File: src/rtl/zc_period_phase_meter_pkg.sv
// ============================================================================
// meter_pkg : shared state type and default sizes for the zero-crossing meter
// Revision  : 1.0 - initial release
// ============================================================================
`default_nettype none

package meter_pkg;

    localparam int DEF_DATA_WIDTH = 14;
    localparam int DEF_CNT_WIDTH  = 32;
    localparam int DEF_AVG_LOG2   = 4;

    typedef enum logic [0:0] {
        IDLE    = 1'b0,
        MEASURE = 1'b1
    } meter_state_t;

endpackage

`default_nettype wire

File: src/rtl/zc_hyst_detector.sv
// ============================================================================
// zc_hyst_detector : hysteresis comparator with registered rising-crossing pulse
// Revision         : 1.0 - initial release
// ============================================================================
`default_nettype none

module zc_hyst_detector
    import meter_pkg::*;
#(
    parameter int DATA_WIDTH = DEF_DATA_WIDTH
) (
    input  logic                         clk,
    input  logic                         reset,
    input  logic                         clken,
    input  logic signed [DATA_WIDTH-1:0] adc_i,
    input  logic        [DATA_WIDTH-2:0] hyst_i,
    output logic                         pos,
    output logic                         pos_next,
    output logic                         pulso
);

    logic signed [DATA_WIDTH:0] sample_ext;
    logic signed [DATA_WIDTH:0] thr_hi;
    logic signed [DATA_WIDTH:0] thr_lo;
    logic                       set_c;
    logic                       clr_c;
    logic                       xing;

    // One extra bit so that -H never overflows for any H.
    assign sample_ext = {adc_i[DATA_WIDTH-1], adc_i};
    assign thr_hi     = {2'b00, hyst_i};
    assign thr_lo     = -thr_hi;

    // Set wins over clear so that a zero sample reads as positive when H=0.
    assign set_c    = clken && (sample_ext >= thr_hi);
    assign clr_c    = clken && (sample_ext <= thr_lo);
    assign pos_next = set_c ? 1'b1 : (clr_c ? 1'b0 : pos);
    assign xing     = pos_next & ~pos;

    always_ff @(posedge clk) begin
        if (reset) begin
            pos   <= 1'b0;
            pulso <= 1'b0;
        end else begin
            pos   <= pos_next;
            pulso <= xing;
        end
    end

endmodule

`default_nettype wire

File: src/rtl/zc_period_phase_meter.sv
// ============================================================================
// zc_period_phase_meter : averaged period and DDS-referenced lag of a sampled sine
// Revision              : 1.0 - initial release
// ============================================================================
`default_nettype none

module zc_period_phase_meter
    import meter_pkg::*;
#(
    parameter int DATA_WIDTH = DEF_DATA_WIDTH,
    parameter int CNT_WIDTH  = DEF_CNT_WIDTH,
    parameter int AVG_LOG2   = DEF_AVG_LOG2
) (
    input  logic                         clk,
    input  logic                         reset,
    input  logic                         clken,
    input  logic signed [DATA_WIDTH-1:0] adc_i,
    input  logic        [DATA_WIDTH-2:0] hyst_i,
    input  logic                         ref_pulso_i,
    output logic        [CNT_WIDTH-1:0]  period_o,
    output logic                         out_valid,
    output logic        [CNT_WIDTH-1:0]  lag_o,
    output logic                         lag_valid,
    output logic                         pulso,
    output logic                         lost_o
);

    localparam int                    NPER_W    = AVG_LOG2 + 1;
    localparam logic [NPER_W-1:0]     NPER_LAST = NPER_W'((1 << AVG_LOG2) - 1);
    localparam logic [NPER_W-1:0]     NPER_ONE  = NPER_W'(1);
    localparam logic [CNT_WIDTH-1:0]  CNT_MAX   = '1;
    localparam logic [CNT_WIDTH-1:0]  CNT_ONE   = CNT_WIDTH'(1);

    logic                 pos;
    logic                 pos_next;
    logic                 xing;

    meter_state_t         state;
    meter_state_t         state_next;
    logic [CNT_WIDTH-1:0] cnt;
    logic [CNT_WIDTH-1:0] cnt_next;
    logic [NPER_W-1:0]    nper;
    logic [NPER_W-1:0]    nper_next;
    logic [CNT_WIDTH-1:0] period_next;
    logic                 out_valid_next;
    logic                 lost_next;

    logic [CNT_WIDTH-1:0] lag_cnt;
    logic [CNT_WIDTH-1:0] lag_cnt_next;
    logic                 armed;
    logic                 armed_next;

    zc_hyst_detector #(
        .DATA_WIDTH (DATA_WIDTH)
    ) u_det (
        .clk      (clk),
        .reset    (reset),
        .clken    (clken),
        .adc_i    (adc_i),
        .hyst_i   (hyst_i),
        .pos      (pos),
        .pos_next (pos_next),
        .pulso    (pulso)
    );

    assign xing = pos_next & ~pos;

    // ------------------------------------------------------------------
    // Period measurement FSM
    // ------------------------------------------------------------------
    always_comb begin
        state_next     = state;
        cnt_next       = cnt;
        nper_next      = nper;
        period_next    = period_o;
        out_valid_next = 1'b0;
        lost_next      = lost_o;
        case (state)
            IDLE: begin
                if (xing) begin
                    state_next = MEASURE;
                    cnt_next   = '0;
                    nper_next  = '0;
                end
            end
            MEASURE: begin
                cnt_next = cnt + CNT_ONE;
                // The closing crossing counts its own clock, hence cnt+1.
                if (xing && (nper == NPER_LAST)) begin
                    period_next    = cnt + CNT_ONE;
                    out_valid_next = 1'b1;
                    lost_next      = 1'b0;
                    cnt_next       = '0;
                    nper_next      = '0;
                end else begin
                    if (xing) begin
                        nper_next = nper + NPER_ONE;
                    end
                    if (cnt == CNT_MAX) begin
                        lost_next  = 1'b1;
                        state_next = IDLE;
                    end
                end
            end
            default: begin
                state_next = IDLE;
            end
        endcase
    end

    always_ff @(posedge clk) begin
        if (reset) begin
            state     <= IDLE;
            cnt       <= '0;
            nper      <= '0;
            period_o  <= '0;
            out_valid <= 1'b0;
            lost_o    <= 1'b0;
        end else begin
            state     <= state_next;
            cnt       <= cnt_next;
            nper      <= nper_next;
            period_o  <= period_next;
            out_valid <= out_valid_next;
            lost_o    <= lost_next;
        end
    end

    // ------------------------------------------------------------------
    // Lag from DDS reference pulse to input crossing
    // ------------------------------------------------------------------
    assign lag_cnt_next = ref_pulso_i        ? '0 :
                          (lag_cnt == CNT_MAX) ? CNT_MAX : lag_cnt + CNT_ONE;
    assign armed_next   = armed | ref_pulso_i;

    always_ff @(posedge clk) begin
        if (reset) begin
            lag_cnt   <= '0;
            armed     <= 1'b0;
            lag_o     <= '0;
            lag_valid <= 1'b0;
        end else begin
            lag_cnt   <= lag_cnt_next;
            armed     <= armed_next;
            lag_valid <= xing & armed_next;
            if (xing && armed_next) begin
                lag_o <= lag_cnt_next;
            end
        end
    end

endmodule

`default_nettype wire

File: config.mk
export PLATFORM = sky130hd
export DESIGN_NAME = zc_period_phase_meter
export DESIGN_NICKNAME = d
export VERILOG_FILES = /design/src/rtl/zc_period_phase_meter_pkg.sv /design/src/rtl/zc_hyst_detector.sv /design/src/rtl/zc_period_phase_meter.sv
export SDC_FILE = /design/constraint.sdc
export NUM_CORES = 1
export LEC_CHECK = 0
export ABC_CLOCK_PERIOD_IN_PS = 2600
export BUFFER_PORTS_ARGS = -buffer_cell sky130_fd_sc_hd__clkbuf_2
export CORE_MARGIN = 10
export CORE_UTILIZATION = 42
export DETAILED_ROUTE_END_ITERATION = 8
export GPL_TIMING_DRIVEN = 1
export PLACE_DENSITY = 0.62
export SLEW_MARGIN = 30
export SYNTH_ARGS = -nofsm -noshare
export SYNTH_HDL_FRONTEND = slang
export SYNTH_SLANG_ARGS = --single-unit
File: constraint.sdc
create_clock -name clk -period 2.6 [get_ports clk]
set_clock_uncertainty 0.2 [all_clocks]
set_input_delay 0 -clock clk [delete_from_list [all_inputs] [get_ports clk]]
set_output_delay 0 -clock clk [all_outputs]
set_load 0.02 [all_outputs]
== Yosys cells after proc, flatten, opt, wreduce, memory -nomap -nowiden ==
Cells that the tools add are included.
Storage, ports and cells
  register bits after elaboration: 140
  output and inout port bits: 68
  word-level logic and storage cells: 55
Cells by class
  add/sub/neg operators: 4
  order comparisons: 2
  equality and inequality tests: 5
  muxes and demuxes: 18
  bitwise operators: 5
  reductions and logical operators: 9
Operators with widths (number)
  $mux W32: 4
  $add A32 B1 Y32 const B: 2
  $eq A32 B32 Y1 const B: 2
  $pmux W32 S2: 1
  $le A14 B15 Y1: 1
  $mux W5: 3
  $neg A13 Y15: 1
  $ge A14 B14 Y1: 1
  $pmux W5 S2: 1
  $mux W1: 8
  $reduce_and A2 Y1: 3
  $add A5 B1 Y5 const B: 1
  $eq A5 B4 Y1 const B: 1
  $logic_and A1 B1 Y1: 4
  $ne A3 B2 Y1 const B: 1
  $and A1 B1 Y1: 2
  $ne A2 B2 Y1 const B: 1
  $not A1 Y1: 2
  $pmux W1 S2: 1
  $reduce_bool A2 Y1: 1
  $reduce_or A2 Y1: 1
  $or A1 B1 Y1: 1

== Logic depth before layout (Yosys ltp) ==
Gate-level depths: netlist (run 1).
  depth after elaboration: 9
  depth in mapped cells: 12
  gate-level depth less buffers: 12

== Hierarchy ==
Synthesis (run 1) repeated with hierarchy kept, for this count alone.
Second synthesis, totals
  cell total of the unflattened synthesis: 848
  area total of the unflattened synthesis: 6988.0 µm²
Modules (own cells, without submodules)
  zc_period_phase_meter: instances 1, cells each 725, area each 6033.3 µm², seq. area each 2762.6 µm²
  zc_hyst_detector: instances 1, cells each 123, area each 954.7 µm², seq. area each 40.0 µm²

== Least setup slack after synthesis (run 1) ==
OpenSTA, ideal clock, no wires.
  path type: input to register
  start: input hyst_i[2]
  end: register u_det.pos
  setup time: 79 ps
  arrival time: 2173 ps
  data required time: 2321 ps
  slack: 148 ps
  stages on the path: 12
  path buffers: 0
  cells stage by stage: nor4_1 > nand3_1 > nor4_1 > nand2_1 > nor2_1 > xnor2_1 > ha_1 > nand3_1 > nor3_1 > o22ai_1 > a31o_2 > o211ai_1
Between the ends
  longest elaborated chain between the ends: 5
  elaborated cells on any way between the ends: 7
Ends and longest elaborated chain
  start: declaration: line zc_period_phase_meter.sv:18  | input logic [DATA_WIDTH-2:0] hyst_i,
  $neg A13 Y15: line zc_hyst_detector.sv:32  | assign thr_lo = -thr_hi;
  $le A14 B15 Y1: line zc_hyst_detector.sv:36  | assign clr_c = clken && (sample_ext <= thr_lo);
  $logic_and A1 B1 Y1: line zc_hyst_detector.sv:36
  $mux W1: line zc_hyst_detector.sv:37  | assign pos_next = set_c ? 1'b1 : (clr_c ? 1'b0 : pos);
  $mux W1 *: line zc_hyst_detector.sv:37
  end signal: assignment: line zc_hyst_detector.sv:45  | pos <= pos_next;
  end: declaration: line zc_hyst_detector.sv:17  | output logic pos,
Mark *: on every way between the ends. The rest lies on a longest branch, timed or not.
A chain may end at the register's enable or synchronous reset.

== Final worst setup path (run 1) ==
  start: input adc_i[13]
  end: register period_o[8]
Between the ends
  longest elaborated chain between the ends: 7
  elaborated cells on any way between the ends: 9
Ends and longest elaborated chain
  start: declaration: line zc_period_phase_meter.sv:17  | input logic signed [DATA_WIDTH-1:0] adc_i,
  $le A14 B15 Y1: line zc_hyst_detector.sv:36
  $logic_and A1 B1 Y1: line zc_hyst_detector.sv:36
  $mux W1: line zc_hyst_detector.sv:37
  $mux W1 *: line zc_hyst_detector.sv:37
  $and A1 B1 Y1 *: line zc_period_phase_meter.sv:66  | assign xing = pos_next & ~pos;
  $logic_and A1 B1 Y1 *: line zc_period_phase_meter.sv:89  | if (xing && (nper == NPER_LAST)) begin
  $reduce_and A2 Y1 (no line) *
  end signal: assignment: line zc_period_phase_meter.sv:123  | period_o <= period_next;
  end: declaration: line zc_period_phase_meter.sv:20  | output logic [CNT_WIDTH-1:0] period_o,
Marks and branches as above.

==> impl_metrics.csv, run 1 <==
group,metric,value,unit
clock_tree,clockBufferDepth,2,
timing,drv_slew,0,
synthesis,synth_edf_count,0,
worst_setup_path,crit_path_start,"adc_i[13]",
placed_design,hpwl,12.2,mm
floorplan,initial_core_util,0.429,
worst_setup_path,crit_arrival,2.68,ns
worst_setup_path,worstReg2RegStart,"u_det.pos",
clock_tree,cts.sink_count,140,
worst_setup_path,endpoint_kind,"flip-flop",
finish,area_delta_synth_final,21.1,%
route,ant_nets,0,
pwr,cellPowerDensity,566,nW/µm²
global_route,grt_use_total,0.153,
status,outcome,"finished, final reports clean",
worst_setup_path,worst_ep_required_time,2.75,ns
synthesis,netlist_area,7110,µm²
floorplan,fp-row-count,47,
finish,final_util,0.519,
timing,finalHoldViolCount,0,
timing,worst_pin_slew,0.637,ns
synthesis,async_flop_share,0,
synthesis,yosys_warnings,0,
timing,timing.hold.ws,0.0191,ns
pwr,p_leak,3.44,nW
synthesis,synth_flop_cell,"dfxtp_1",
finish,multi_input_area,4010,µm²
route,num_vias,5878,
clock_tree,cts_buffers,17,
route,drt_iter0_markers,283,
worst_setup_path,start_kind,"primary input",
global_route,antenna_found_initial,1,
route,wl_per_cell,15.1,µm
placed_design,place_congestion,0.830,
worst_setup_path,slowest_stage,"dlygate4sd3_1",
floorplan,design.core.area,16600,µm²
worst_setup_path,crit_path_end,"period_o[8]",
worst_setup_path,crit_fanout,20,
finish,final_common_cell,"dfxtp_1",
synthesis,synth_fp_nets,848,
finish,seq_area,2800,µm²
timing,min_period,2.53,ns
synthesis,yosysSeqAreaShare,0.394,
worst_setup_path,path_class,"in2reg",
floorplan,die_w,150,µm
worst_setup_path,r2r_cells,8,
finish,fillCellCount,1586,
finish,final_layout_size_suffix_gt1_frac,0.226,
global_route,grt_max_degree,61,
finish,fin_nets,955,
worst_setup_path,r2r-end,"period_o[8]",
route,drt-pass1-iter-count,4,
synthesis,avgSynthCellArea,9.05,µm²
global_route,first_global_vias,5790,
global_route,grt_overflow,0,
placed_design,io_buffers,98,
clock_tree,clk_pin_slew_worst_paths,0.06,ns
worst_setup_path,max_stage_delay,0.54,ns
clock_tree,insertion_delay,0.41,ns
clock_tree,cts_max_level,4,
route,routed_wl,17.0,mm
timing,timing.fmax,395,MHz
floorplan,pin_count,99,
synthesis,synthCells,786,
placed_design,place_ws,-0.120,ns
timing,slew-limit-headroom,0.575,
placed_design,placedCellCount,1090,
global_route,grt_pass1_wl,28.5,mm
hold_path,hold_class,"in2reg",
pwr,vdd_drop_max,0.458,mV
timing,setup_slack,0.0662,ns
timing,setup_viol,0,
worst_setup_path,path_cells,"dlygate4sd3_1 -> clkbuf_2 -> or3b_1 -> and4bb_1 -> a32oi_1 -> buf_4 -> and2_4 -> or3_2 -> buf_6 -> o2bb2ai_2",
clock_tree,cts_tree,"built",
timing,period_share,0.975,
clock_tree,root_buffer,"clkbuf_16",
route,drcViolationCount,0,
flow_run,drv_cap,0,
worst_setup_path,r2r_slack,0.10,ns
floorplan,die_h,150,µm
clock_tree,post-cts-setup-buffers,0,
timing,rsz0062_at_grt,"yes",
finish,final_cell_mix,"dfxtp_1, clkbuf_2, nand2_1",
floorplan,dieArea,22500,µm²
synthesis,synth_seq_cells,140,
synthesis,synth_cell_types,62,
finish,final_cells,1124,
route,viasPerCell,5.23,
## synthesized netlist by cell type (all sizes together) (7+ instances only)
| master | count | share of area |
|---|---|---|
| dfxtp | 140 | 0.39 |
| nand2 | 66 | 0.035 |
| xor2 | 61 | 0.075 |
| nor2 | 59 | 0.031 |
| nand3 | 50 | 0.035 |
| a21oi | 40 | 0.028 |
| clkbuf | 35 | 0.019 |
| nand4 | 34 | 0.030 |
| ha | 31 | 0.055 |
| o2bb2ai | 31 | 0.065 |
| xnor2 | 27 | 0.033 |
| o21ai | 25 | 0.018 |
| inv | 24 | 0.013 |
| a21o | 17 | 0.018 |
| nor3b | 16 | 0.017 |
| and4 | 15 | 0.018 |
| buf | 15 | 0.013 |
| and3 | 13 | 0.011 |
| nor3 | 12 | 0.0091 |
| o32ai | 8 | 0.0099 |
| a211oi | 7 | 0.0074 |
| and2 | 7 | 0.0065 |
## layout make-up
class / count / share of cell area
Sequential cell: 140 / 0.325
Clock buffer: 22 / 0.0551
Multi-Input combinational cell: 571 / 0.466
Timing Repair Buffer: 138 / 0.0972
Antenna cell: 1 / 0.000291
Tap cell: 220 / 0.0320
Clock inverter: 7 / 0.0134
Inverter: 25 / 0.0109
## cell families (layout without fill, tap and decap cells)
| group | count (synthesis) | count (layout) | share of synthesized area |
|---|---|---|---|
| AO/OA/AOI/OAI | 152 | 152 | 0.172 |
| flip-flops | 140 | 140 | 0.394 |
| buffers and inverters | 75 | 192 | 0.0447 |
| other | 0 | 1 | 0 |
| multiplexers | 1 | 1 | 0.00141 |
| adder cells (fa/ha/maj) | 31 | 31 | 0.0545 |
| XOR/XNOR | 88 | 88 | 0.108 |
| AND/OR/NAND/NOR | 299 | 299 | 0.225 |
## worst min-delay path by stage
stage                     start  depth (start not counted)         to
finish                 adc_i[9]                          6  u_det.pos
global route           adc_i[9]                          6  u_det.pos
CTS                    adc_i[9]                          6  u_det.pos
detailed placement  ref_pulso_i                          3      armed
global placement    ref_pulso_i                          3      armed
floorplan           ref_pulso_i                          2      armed
## per-stage QoR
step | instance area [µm²] | power [mW] | TNS, ns
2_1_floorplan | 7110 | 2.39 | 0
3_3_place_gp | 7950 | 2.49 | -0.00647
3_5_place_dp | 7980 | 2.50 | -0.120
4_1_cts | 8600 | 4.94 | 0
5_1_grt | 8610 | 5.07 | -0.121
6_report | 8610 | 4.87 | 0
## sequential cells by signal, summed over array words and instances, names as in the netlist, 5 cells and up
| register | count |
|---|---|
| lag_cnt | 32 |
| cnt | 32 |
| period_o | 32 |
| nper | 5 |
| lag_o | 32 |
## where the power goes
part,internal [mW],switching [mW],leakage (nW)
combinational,0.113,0.183,2.03
clock,1.56,0.850,0.284
sequential,2.15,0.00685,1.13
total,3.83,1.04,3.44
## repair_timing
action                                  CTS  global route
hold endpoints to repair                  7             0
hold buffers                              4             0
endpoints found under the setup margin    0            22
resized for setup                         0             1
## per-layer routing
metal,routed length [µm],GRT usage,vias up
li1,-,-,3038
met2,8070,0.250,91
met1,7940,0.193,2733
met4,227,0.0500,0
met3,762,0.0396,16
met5,0,0,-
## critical path: cells and delay by family
kind,cells,cell delay [ns]
AO/OA/AOI/OAI,2,0.21
buffers and inverters,4,1.12
AND/OR/NAND/NOR,4,1.35
(Power assumes the default switching activity.)
==> run 2: changes to the inputs <==
--- a/config.mk
+++ b/config.mk
@@ -7,6 +7,7 @@
 export LEC_CHECK = 0
 export ABC_CLOCK_PERIOD_IN_PS = 2600
 export BUFFER_PORTS_ARGS = -buffer_cell sky130_fd_sc_hd__clkbuf_2
+export CORE_ASPECT_RATIO = 0.6
 export CORE_MARGIN = 10
 export CORE_UTILIZATION = 42
 export DETAILED_ROUTE_END_ITERATION = 8
@@ -15,4 +16,5 @@
 export SLEW_MARGIN = 30
 export SYNTH_ARGS = -nofsm -noshare
 export SYNTH_HDL_FRONTEND = slang
+export SYNTH_HIERARCHICAL = 1
 export SYNTH_SLANG_ARGS = --single-unit
==> impl_metrics.csv, run 2 <==
group,metric,value,unit
worst_setup_path,crit_path_start,"hyst_i[4]",
timing,timing.fmax,318,MHz
route,num_vias,6979,
floorplan,design.core.area,16300,µm²
global_route,grt_max_degree,37,
synthesis,synth_edf_count,0,
synthesis,avgSynthCellArea,8.24,µm²
timing,setup_slack,-0.541,ns
synthesis,synth.most_common_cell,"dfxtp_1",
global_route,antenna_found_initial,0,
route,drt-pass1-iter-count,5,
route,ant_nets,0,
synthesis,synth_top_family_by_area,"simple AND/OR/NAND/NOR gates",
pwr,power_frac_seq,0.397,
pwr,cellPowerDensity,544,nW/µm²
synthesis,synthCells,848,
finish,fin_area,10100,µm²
timing,slew-limit-headroom,0.577,
worst_setup_path,endpoint_kind,"flip-flop",
floorplan,pin_count,99,
synthesis,netlist_area,6990,µm²
global_route,first_global_vias,6509,
finish,final_cell_mix,"dfxtp_1, clkbuf_2, buf_4",
timing,setup_viol,103,
finish,final_cells,1284,
floorplan,die_w,187,µm
pwr,vdd_drop_max,0.397,mV
route,wl_per_cell,17.1,µm
placed_design,placedCellCount,1210,
worst_setup_path,crit_arrival,3.23,ns
worst_setup_path,path_class,"in2reg",
route,drcViolationCount,0,
clock_tree,root_buffer,"clkbuf_16",
pwr,p_leak,3.97,nW
synthesis,yosysSeqAreaShare,0.401,
finish,final_layout_size_suffix_gt1_frac,0.364,
route,top_layer_used,"met4",
worst_setup_path,worst_ep_required_time,2.69,ns
global_route,grt_pass1_wl,34.4,mm
global_route,grt_overflow,0,
status,outcome,"finished, violations left",
pwr,pwr-share-clk,0.472,
worst_setup_path,crit_path_end,"cnt[24]",
synthesis,synthSimpleGateAreaFrac,0.251,
synthesis,synth_fp_nets,910,
floorplan,initial_core_util,0.430,
worst_setup_path,r2r_cells,12,
synthesis,synth_top_area_frac,0.401,
floorplan,fp-row-count,36,
synthesis,synth_seq_cells,140,
clock_tree,clockBufferDepth,2,
pwr,p_switching,1.41,mW
clock_tree,insertion_delay,0.42,ns
finish,area_delta_synth_final,44.1,%
clock_tree,cts_tree,"built",
synthesis,synth_mux_area_frac,0.00430,
worst_setup_path,crit_fanout,6,
synthesis,synth_flop_cell,"dfxtp_1",
worst_setup_path,start_kind,"primary input",
synthesis,synth-xor-area-share,0.0652,
clock_tree,cts.sink_count,140,
clock_tree,clk_pin_slew_worst_paths,0.06,ns
placed_design,place_area,8340,µm²
hold_path,hold_class,"in2reg",
timing,min_period,3.14,ns
timing,period_share,1.21,
placed_design,place_congestion,0.907,
synthesis,netlist_top_cells_count,"dfxtp_1, nor2_1, nand2_1, o21ai_0, a21oi_1",
synthesis,async_flop_share,0,
pwr,p_sw_frac,0.257,
flow_run,drv_cap,0,
floorplan,dieArea,22400,µm²
synthesis,synth_cell_types,62,
timing,worst_pin_slew,0.634,ns
route,drt_iter0_markers,561,
synthesis,synth.area.top_cells,"dfxtp_1, ha_1, nor2_1",
worst_setup_path,r2r-end,"cnt[24]",
timing,drv_slew,0,
route,route.met2.wl,9.05,mm
placed_design,io_buffers,98,
synthesis,yosys_warnings,6,
global_route,grt_use_total,0.184,
synthesis,synthAdderAreaFrac,0.0555,
worst_setup_path,r2r_slack,0.13,ns
route,wl_met3,1.42,mm
finish,final_common_cell,"dfxtp_1",
pwr,comb_power_share,0.131,
route,wl_met1,11.2,mm
clock_tree,cts_max_level,4,
finish,n_antenna_cell,0,
finish,fillCellCount,1370,
status,violations,"negative setup slack",
clock_tree,cts_buffers,17,
floorplan,die_h,120,µm
placed_design,hpwl,14.1,mm
pwr,p_int,4.07,mW
route,routed_wl,21.9,mm
synthesis,synth_compound_area_frac,0.180,
route,viasPerCell,5.44,
worst_setup_path,worstReg2RegStart,"u_det/pos",
synthesis,yosysTopAreaCell,"dfxtp_1",
timing,finalHoldViolCount,0,
timing,rsz0062_at_grt,"yes",
finish,fin_nets,1105,
==> run 2: cell types whose count changed after synthesis, moves of 18 or more <==
cell,change
nor3_1,+18
nor2_1,+34
o21ai_0,+42
o2bb2ai_2,-30
a21oi_1,+20
xor2_1,-39
==> run 2: area by class of cell <==
class                      instances  area [µm²]  area share
clock buffer                      19         443      0.0440
clock inverter                    13         179      0.0178
inverter                          28         105      0.0104
multi-input combinational        633        4460       0.443
sequential                       140        2800       0.278
tap                              228         285      0.0283
timing repair buffer             223        1800       0.179
==> run 2: critical path, cell delays in order <==
cell	delay, ns
buf_8	0.10
nor4_4	0.32
nand2_2	0.15
buf_4	0.17
xnor2_1	0.12
ha_1	0.29
nand4_1	0.17
a21oi_2	0.21
o31ai_4	0.10
a311o_1	0.35
nand3_2	0.11
nand2b_4	0.09
buf_12	0.14
o311ai_4	0.33
buf_4	0.20
buf_6	0.12
a31oi_1	0.04
o21ai_1	0.13
o31ai_1	0.08
==> run 2: metrics by stage <==
stage               worst slack, ns  setup TNS, ns  power, mW  utilization  hold WS [ns]
CTS                          -0.401         -30.92       5.41        0.590        0.0781
detailed placement           -0.938         -82.80       2.74        0.513         0.109
finish                       -0.541         -40.35       5.48        0.619         0.114
global route                 -0.749         -61.81       5.67        0.619         0.134
global placement             -0.887         -77.40       2.73        0.513         0.108
floorplan                    -0.621         -48.12       2.49            -        -0.131
==> run 2: logic make-up (layout without fill, tap and decap cells) <==
group                    count (synthesis)  in the layout
XOR/XNOR                                52             52
AO/OA/AOI/OAI                          207            207
multiplexers                             3              3
AND/OR/NAND/NOR                        340            340
flip-flops                             140            140
adder cells (fa/ha/maj)                 31             31
buffers and inverters                   75            283
==> run 2: worst min-delay path by stage <==
| stage | startpoint | to | slack [ns] | depth (start not counted) |
|---|---|---|---|---|
| floorplan | reset | u_det/pos | -0.13 | 1 |
| global placement | ref_pulso_i | armed | 0.11 | 3 |
| detailed placement | ref_pulso_i | armed | 0.11 | 3 |
| CTS | adc_i[10] | u_det/pos | 0.08 | 6 |
| global route | adc_i[13] | u_det/pulso | 0.13 | 6 |
| finish | adc_i[13] | u_det/pulso | 0.11 | 6 |
==> run 2: repair_timing <==
item,in CTS,in global routing
hold endpoints to repair,12,0
setup buffers,15,15
gates resized for setup,93,121
cloned,9,5
setup endpoints to repair,102,105
hold buffers,4,0
pin swaps,32,35
==> run 2: power groups by stage <==
| stage | combinational (mW) | sequential (mW) | clock (mW) |
|---|---|---|---|
| 6_report | 0.715 | 2.18 | 2.58 |
| 5_1_grt | 0.776 | 2.18 | 2.71 |
| 4_1_cts | 0.616 | 2.18 | 2.62 |
| 3_5_place_dp | 0.513 | 2.22 | 0 |
| 3_3_place_gp | 0.510 | 2.22 | 0 |
| 2_1_floorplan | 0.264 | 2.22 | 0 |
==> run 2: routing by layer <==
layer / global-route usage / up-vias
met2: 0.256 / 229
met1: 0.278 / 3234
met4: 0.0386 / 0
met3: 0.0422 / 18
met5: 0 / -
li1: - / 3498
==> run 3: changes to the inputs <==
--- a/config.mk
+++ b/config.mk
@@ -13,6 +13,7 @@
 export DETAILED_ROUTE_END_ITERATION = 8
 export GPL_TIMING_DRIVEN = 1
 export PLACE_DENSITY = 0.62
+export REMOVE_ABC_BUFFERS = 1
 export SLEW_MARGIN = 30
 export SYNTH_ARGS = -nofsm -noshare
 export SYNTH_HDL_FRONTEND = slang
==> impl_metrics.csv, run 3 (synthesis results as in run 2) <==
group,metric,value,unit
status,outcome,"finished, violations left",
status,violations,"negative setup slack",
clock_tree,cts.sink_count,140,
timing,timing.hold.ws,0.160,ns
clock_tree,insertion_delay,0.42,ns
floorplan,design.core.area,16300,µm²
timing,worst_pin_slew,0.677,ns
timing,setup_slack,-0.428,ns
flow_run,drv_cap,0,
placed_design,io_buffers,98,
global_route,grt_overflow,0,
hold_path,holdPathEnd,"u_det/pulso",
finish,fin_nets,1097,
floorplan,die_h,120,µm
finish,final_cells,1276,
timing,slew-limit-headroom,0.549,
worst_setup_path,path_class,"in2reg",
clock_tree,clk_pin_slew_worst_paths,0.06,ns
placed_design,place_ws,-1.05,ns
finish,n_antenna_cell,0,
finish,area_delta_synth_final,44.7,%
route,routed_wl,22.3,mm
global_route,grt_max_degree,30,
route,ant_nets,0,
timing,rsz0062_at_grt,"yes",
clock_tree,cts_max_level,4,
global_route,grt_pass1_wl,33.5,mm
pwr,cellPowerDensity,541,nW/µm²
worst_setup_path,worstReg2RegStart,"lag_cnt[1]",
route,drt-pass1-iter-count,6,
worst_setup_path,r2r_cells,6,
global_route,grt_use_total,0.180,
placed_design,place_congestion,0.874,
route,drt_iter0_markers,592,
clock_tree,cts_buffers,17,
route,drcViolationCount,0,
worst_setup_path,r2r_slack,0.04,ns
placed_design,hpwl,14.7,mm
worst_setup_path,worst_ep_required_time,2.74,ns
timing,timing.fmax,330,MHz
finish,final_cell_mix,"dfxtp_1, clkbuf_2, nor2_1",
route,num_vias,7025,
pwr,vdd_drop_max,0.450,mV
finish,final_layout_size_suffix_gt1_frac,0.378,
floorplan,dieArea,22400,µm²
clock_tree,root_buffer,"clkbuf_16",
floorplan,die_w,187,µm
hold_path,hold_class,"in2reg",
finish,final_common_cell,"dfxtp_1",
timing,min_period,3.03,ns
timing,drv_slew,0,
route,viasPerCell,5.51,
clock_tree,cts_tree,"built",
floorplan,pin_count,99,
timing,period_share,1.16,
pwr,p_leak,4.07,nW
floorplan,fp-row-count,36,
global_route,antenna_found_initial,1,
placed_design,placedCellCount,1209,
route,wl_per_cell,17.5,µm
global_route,first_global_vias,6272,
worst_setup_path,crit_fanout,8,
floorplan,initial_core_util,0.430,
clock_tree,clockBufferDepth,2,
hold_path,min_path_cells,7,
hold_path,min_from,"adc_i[13]",
timing,finalHoldViolCount,0,
worst_setup_path,endpoint_kind,"flip-flop",
worst_setup_path,crit_arrival,3.16,ns
timing,setup_viol,104,
worst_setup_path,start_kind,"primary input",
worst_setup_path,r2r-end,"lag_o[22]",
## run 3: final cells by class
type | instances | area [µm²]
repair buffers | 215 | 1730
well taps | 228 | 285
clock buffers | 18 | 429
inverters | 28 | 105
flip-flops and latches | 140 | 2800
clock inverters | 14 | 183
multi-input cells | 633 | 4570
fillers | 1371 | 6150
## run 3: through the flow
step                      cell area, µm²  setup TNS, ns  power, mW   util
after CTS                           9220         -32.31       5.32  0.567
after global routing               10100         -58.29       5.66  0.622
after detailed placement            8260         -97.17       2.71  0.508
after global placement              8260         -87.71       2.71  0.508
final                              10100         -36.57       5.47  0.622
after floorplan                     6790        -237.28       2.45      -
## run 3: timing repair
item                                   CTS  global route
endpoints found under the hold margin   21             0
hold buffers                             4             0
buffers inserted                         8            12
setup endpoints to repair              104           107
pin swaps                               17            80
resized for setup                       34           226
gates cloned                             6             8
## run 3: worst max-delay path by stage
stage / slack, ns / depth (start not counted) / start / endpoint
after floorplan: -4.30 / 14 / hyst_i[2] / period_o[20]
after global placement: -0.94 / 18 / hyst_i[2] / period_o[17]
after detailed placement: -1.05 / 17 / hyst_i[2] / period_o[3]
after CTS: -0.41 / 16 / hyst_i[2] / nper[3]
after global routing: -0.64 / 19 / hyst_i[2] / lag_o[16]
final: -0.43 / 19 / hyst_i[2] / lag_o[24]
## run 3: worst max-delay path, cell delays in order
cell,delay (ns)
buf_8,0.10
nor4_4,0.33
nand2_2,0.17
nor3_2,0.20
xnor2_1,0.14
ha_1,0.27
a211oi_2,0.19
nor2_1,0.08
o31ai_2,0.23
a311o_1,0.25
nand3_2,0.11
nand2b_4,0.13
buf_6,0.13
buf_6,0.10
nor2_4,0.04
nor2_4,0.33
clkbuf_16,0.26
nand2_4,0.05
o31ai_2,0.04
## run 3: per-layer routing
metal | routed length, µm | vias up | track usage
li1 | - | 3473 | -
met2 | 8420 | 243 | 0.230
met1 | 11900 | 3278 | 0.284
met3 | 1680 | 29 | 0.0437
met4 | 247 | 2 | 0.0436
met5 | 33 | - | 0
## run 3: report_power, final
| part | total [mW] | internal, mW | switching, mW | leakage [nW] |
|---|---|---|---|---|
| Sequential | 2.18 | 2.16 | 0.0207 | 1.13 |
| Combinational | 0.737 | 0.346 | 0.391 | 2.65 |
| Clock | 2.55 | 1.53 | 1.02 | 0.294 |
